<file path="src/rtl/la_csa_accum.sv">
// Multi-operand accumulator: operands fold into carry-save (sum, carry) state, then resolve K bits
// per cycle. Define LA_CSA_ACCUM_CNT_EN to add the saturating operand counter on out_cnt.
module la_csa_accum #(
  parameter int unsigned N      = 16,
  parameter int unsigned W      = 32,
  parameter int unsigned K      = 8,
  parameter int unsigned SIGNED = 0
`ifdef LA_CSA_ACCUM_CNT_EN
  ,
  parameter int unsigned CW     = 8
`endif
) (
  input  logic          clk,
  input  logic          reset,
  input  logic          in_valid,
  output logic          in_ready,
  input  logic [N-1:0]  in_data,
  input  logic          in_last,
  output logic          out_valid,
  input  logic          out_ready,
  output logic [W-1:0]  out_data,
  output logic          busy
`ifdef LA_CSA_ACCUM_CNT_EN
  ,
  output logic [CW-1:0] out_cnt
`endif
);

  localparam int unsigned NumChunks = W / K;
  localparam int unsigned IdxW      = (NumChunks > 1) ? $clog2(NumChunks) : 1;
  localparam logic [IdxW-1:0] LastIdx = IdxW'(NumChunks - 1);

  if (W < N) begin : g_bad_width
    $error("la_csa_accum: W must be >= N");
  end
  if ((W % K) != 0) begin : g_bad_chunk
    $error("la_csa_accum: W must be a multiple of K");
  end

  typedef enum logic [1:0] {StAccum, StResolve, StDone} state_e;

  state_e          state_q, state_d;
  logic [W-1:0]    s_q, s_d;
  logic [W-1:0]    c_q, c_d;
  logic [W-1:0]    res_q, res_d;
  logic [IdxW-1:0] idx_q, idx_d;
  logic            cy_q, cy_d;

  logic [W-1:0]    x;
  logic [W-1:0]    maj;
  logic [K:0]      chunk_sum;
  logic            in_fire;
  logic            out_fire;

  // Operand extension to accumulator width.
  if (W == N) begin : g_ext_none
    assign x = in_data;
  end else if (SIGNED != 0) begin : g_ext_sign
    assign x = {{(W - N){in_data[N-1]}}, in_data};
  end else begin : g_ext_zero
    assign x = {{(W - N){1'b0}}, in_data};
  end

  assign in_fire  = in_valid & in_ready;
  assign out_fire = out_valid & out_ready;

  assign maj       = (s_q & c_q) | (c_q & x) | (x & s_q);
  assign chunk_sum = {1'b0, s_q[idx_q*K +: K]} + {1'b0, c_q[idx_q*K +: K]} + {{K{1'b0}}, cy_q};

  // State register.
  always_ff @(posedge clk) begin
    if (reset) begin
      state_q <= StAccum;
    end else begin
      state_q <= state_d;
    end
  end

  // Next-state logic.
  always_comb begin
    state_d = state_q;
    unique case (state_q)
      StAccum:   if (in_fire && in_last) state_d = StResolve;
      StResolve: if (idx_q == LastIdx)   state_d = StDone;
      StDone:    if (out_fire)           state_d = StAccum;
      default:   state_d = StAccum;
    endcase
  end

  // Handshake and status outputs.
  always_comb begin
    in_ready  = 1'b0;
    out_valid = 1'b0;
    busy      = 1'b0;
    unique case (state_q)
      StAccum:   in_ready  = 1'b1;
      StResolve: busy      = 1'b1;
      StDone: begin
        out_valid = 1'b1;
        busy      = 1'b1;
      end
      default: in_ready = 1'b0;
    endcase
  end

  // Datapath: carry-save fold while accumulating, one chunk per cycle while resolving.
  always_comb begin
    s_d   = s_q;
    c_d   = c_q;
    res_d = res_q;
    idx_d = idx_q;
    cy_d  = cy_q;
    unique case (state_q)
      StAccum: begin
        idx_d = '0;
        cy_d  = 1'b0;
        if (in_fire) begin
          s_d = s_q ^ c_q ^ x;
          c_d = maj << 1;
        end
      end
      StResolve: begin
        res_d[idx_q*K +: K] = chunk_sum[K-1:0];
        cy_d                = chunk_sum[K];
        idx_d               = idx_q + 1'b1;
      end
      StDone: begin
        if (out_fire) begin
          s_d = '0;
          c_d = '0;
        end
      end
      default: begin
        s_d = '0;
        c_d = '0;
      end
    endcase
  end

  always_ff @(posedge clk) begin
    if (reset) begin
      s_q   <= '0;
      c_q   <= '0;
      res_q <= '0;
      idx_q <= '0;
      cy_q  <= 1'b0;
    end else begin
      s_q   <= s_d;
      c_q   <= c_d;
      res_q <= res_d;
      idx_q <= idx_d;
      cy_q  <= cy_d;
    end
  end

  assign out_data = res_q;

`ifdef LA_CSA_ACCUM_CNT_EN
  logic [CW-1:0] cnt_q, cnt_d;

  always_comb begin
    cnt_d = cnt_q;
    if (out_fire) begin
      cnt_d = '0;
    end else if (in_fire && (cnt_q != {CW{1'b1}})) begin
      cnt_d = cnt_q + 1'b1;
    end
  end

  always_ff @(posedge clk) begin
    if (reset) begin
      cnt_q <= '0;
    end else begin
      cnt_q <= cnt_d;
    end
  end

  assign out_cnt = cnt_q;
`endif

endmodule
</file>
<file path="config.mk">
export PLATFORM = sky130hd
export DESIGN_NAME = la_csa_accum
export DESIGN_NICKNAME = d
export VERILOG_FILES = /design/src/rtl/la_csa_accum.sv
export SDC_FILE = /design/constraint.sdc
export NUM_CORES = 1
export LEC_CHECK = 0
export CAP_MARGIN = 20
export CORE_MARGIN = 1.5
export CORE_UTILIZATION = 45
export DETAILED_ROUTE_END_ITERATION = 7
export PLACE_DENSITY = 0.71
export SYNTH_ARGS = -nofsm -noshare
export SYNTH_HDL_FRONTEND = slang
export SYNTH_SLANG_ARGS = --single-unit
</file>
<file path="constraint.sdc">
create_clock -name clk -period 3.4 [get_ports clk]
set_input_delay 0.51 -clock clk [delete_from_list [all_inputs] [get_ports clk]]
set_output_delay 0.51 -clock clk [all_outputs]
set_load 0.05 [all_outputs]
</file>
==> run metrics, run 1 <==
critical path arrival approximately 3.3 ns; initial antenna violation count 0; post-route minimum period 3.02 ns; most used cell, CP fa_1; post-synthesis simple-gate area fraction 19.2%; Crit. End Element register; fraction of layout instances using a drive strength above 1 8.78%; most frequent cells in the layout 100 x dfxtp_1, 74 x a21oi_1, 72 x nand2_1; Slew HR 44.5%; global-route wire length before repair 20,400 um; Synth area leaders dfxtp_1 39%, ha_1 7.6%, a21oi_1 7.3%, nand3_1 6.8%, fa_1 6.7%; Boundary Pins 56; Max H-tree Level 3; syn avg cell area 9.23 um2; delay-heaviest family, CP adder cells; fin cells 732; Gate Count Post-Synth between 500 and 600; number of diodes 0; gr usage total 21.7%; min-delay worst type reg2reg; Setup TNS 0 ns; total CTS buffers 9; PortBufs 55; FMAX around 0.33 GHz; core area 0.0109 mm2; Yosys cell types 53; Placer Congestion 0.894; Cell Area, Synth 0.00510 mm2; most common cell after layout, fill and taps aside dfxtp_1; syn nets 622; R2R cell count 9; row cnt 38; Max Cap Viol 0; antenna-violating nets left 0; largest family of logic cells by synthesized area simple AND/OR/NAND/NOR gates; Clock Root Buffer clkbuf_16; status complete, no violations; hold-fix buffers at CTS 0; Placed Cells 716; critical setup path kind reg2reg; Via density 5.81; mux contribution to synthesized area 6.81%; Starting Density 46.7%; Die W roughly 110 um; max-slew violations 0; number of synthesized flops with an enable pin 0; number of register bits inferred by synthesis 100; buffers and inverters on the worst path 1; RSZ-0062 raised after global routing no; Worst path depth 9; die height 110 um; Total Wirelength 12,100 um; vias in the first global route 4,143; largest fanout on the critical path 9; first-pass detailed-route iteration total 5; cells along the critical path inv_1 -> nand3_1 -> o21ai_0 -> fa_1 -> fa_1 -> a211oi_1 -> or2_1 -> o311ai_2 -> a22o_1; Layout area overhead 17.5%; post-CTS setup buffer count 0; XOR/XNOR Fraction of Synth Area 0.172%; crit-path max cell delay ~0.54 ns; via count 4,255; Synth async-reset ratio 0%; sequential fraction of the synthesis area 39.2%; adder-cell share of the synthesized area 14.3%; post-detailed-route wirelength per cell 16.5 um; worst slew pin tran 0.832 ns; Yosys top cell area share approximately 39%; Hold Path Cell Cnt 2; total grt overflow 0; Final Setup Violations 0; post-CTS sizing 0; count of final hold-check violations 0; worst clock skew 0.00956 ns; Ys Warns 0; LEAKAGE 0.00217 uW; clock-pin slew on the worst setup and hold paths about 0.07 ns; Top FF cell, synth dfxtp_1; Initial DRC Count 339; largest net degree at the start of global routing 70; DP HPWL 8200 um; VDD IR max 0.703 mV; Compound-Gate Fraction of Synth Area 16.0%; CTS tree yes; Worst Path Required around 3.7 ns; Final Cycle Share approximately 89%; die area about 0.012 mm2; maximum root-to-sink buffer count 2; Slowest cell on crit path dfxtp_1; Clock Latency Late Sink 0.35 ns; Residual DRC 0; CTS sink cnt 100; leading area contributor after synthesis dfxtp_1; Final #Nets 656; pwr dens 712 mW/mm2; Setup crit start kind register
synth_stat cells, types with 2 or more instances:
cell type	instances
a22oi_1	12
a211o_1	2
nor4_1	3
nor4b_1	4
nor2_1	29
inv_1	11
a32oi_1	8
nand2_1	72
nor4bb_1	2
nor3b_1	2
nand3_1	69
mux4_2	15
nor3_2	3
a211oi_1	3
clkbuf_1	11
o21ai_0	11
or2_1	2
nor3_1	5
fa_1	17
nand2b_1	5
buf_4	2
buf_2	19
o311ai_1	3
a21oi_1	74
ha_1	31
dfxtp_1	100
buf_1	6
a22o_1	4
o21ai_1	4
worst register-to-register path, cell delays in order, from the launching register on:
cell	delay, ns
dfxtp_1	0.54
inv_1	0.19
nand3_1	0.10
o21ai_0	0.10
fa_1	0.45
fa_1	0.45
a211oi_1	0.35
or2_1	0.26
o311ai_2	0.19
a22o_1	0.26
path summary, 6_finish.rpt:
check                end         from  slack (ns)
min reg2reg  out_data[5]  out_data[5]        0.45
min          out_data[5]  out_data[5]        0.45
max          out_data[6]     idx_q[1]        0.38
max reg2reg  out_data[6]     idx_q[1]        0.38
final cells by class:
cell class,count,area [um2]
repair buffers,62,598
clock inverters,6,51.3
inverters,11,41.3
clock buffers,10,239
well taps,140,175
flip-flops and latches,100,2000
multi-input cells,403,2890
fillers,991,4940
power breakdown:
part	switching (uW)	leakage, uW	internal [uW]
Combinational	1240	0.00122	579
Clock	482	0.000146	530
Sequential	135	0.000808	1310
Total	1860	0.00217	2420
kinds of logic (layout without fill, tap and decap cells):
family,count (synthesis),in the layout
and+or+nand+nor,206,206
AOI/OAI and AO/OA,132,132
DFF,100,100
buffers and inverters,50,89
adders and majority gates,48,48
muxes,16,16
xor gates and xnor gates,1,1
flip-flops by register name (all words and copies together), names as in the netlist:
| name | cells |
|---|---|
| state_q | 2 |
| s_q | 32 |
| c_q | 31 |
| cy_q | 1 |
| out_data | 32 |
| idx_q | 2 |
per-stage QoR:
step / setup slack, ns / cell area [um2] / power [uW] / hold slack [ns] / utilization [%]
global route: 0.167 / 6000 / 4540 / 0.467 / 54.9
detailed placement: 0.445 / 5710 / 3280 / 0.445 / 52.2
CTS: 0.415 / 6000 / 4280 / 0.455 / 54.9
floorplan: 0.123 / 5100 / 2860 / 0.442 / -
global placement: 0.475 / 5710 / 3250 / 0.439 / 52.2
finish: 0.384 / 6000 / 4270 / 0.451 / 54.9
layer usage:
layer | wire length, um | GRT usage, % | part of all wire [%]
met1 | 5480 | 28.8 | 45
met2 | 5840 | 36.1 | 48
met3 | 593 | 2.85 | 4.9
met4 | 180 | 8.26 | 1.5
met5 | 0 | 0 | 0
No activity file was read; power rests on OpenSTA's default activity.
==> run 2: changes to the inputs <==
--- a/config.mk
+++ b/config.mk
@@ -5,7 +5,6 @@
 export SDC_FILE = /design/constraint.sdc
 export NUM_CORES = 1
 export LEC_CHECK = 0
-export CAP_MARGIN = 20
 export CORE_MARGIN = 1.5
 export CORE_UTILIZATION = 45
 export DETAILED_ROUTE_END_ITERATION = 7
==> results of run 2 <==
No change in the layout: final DEF, timing and power equal those of run 1.
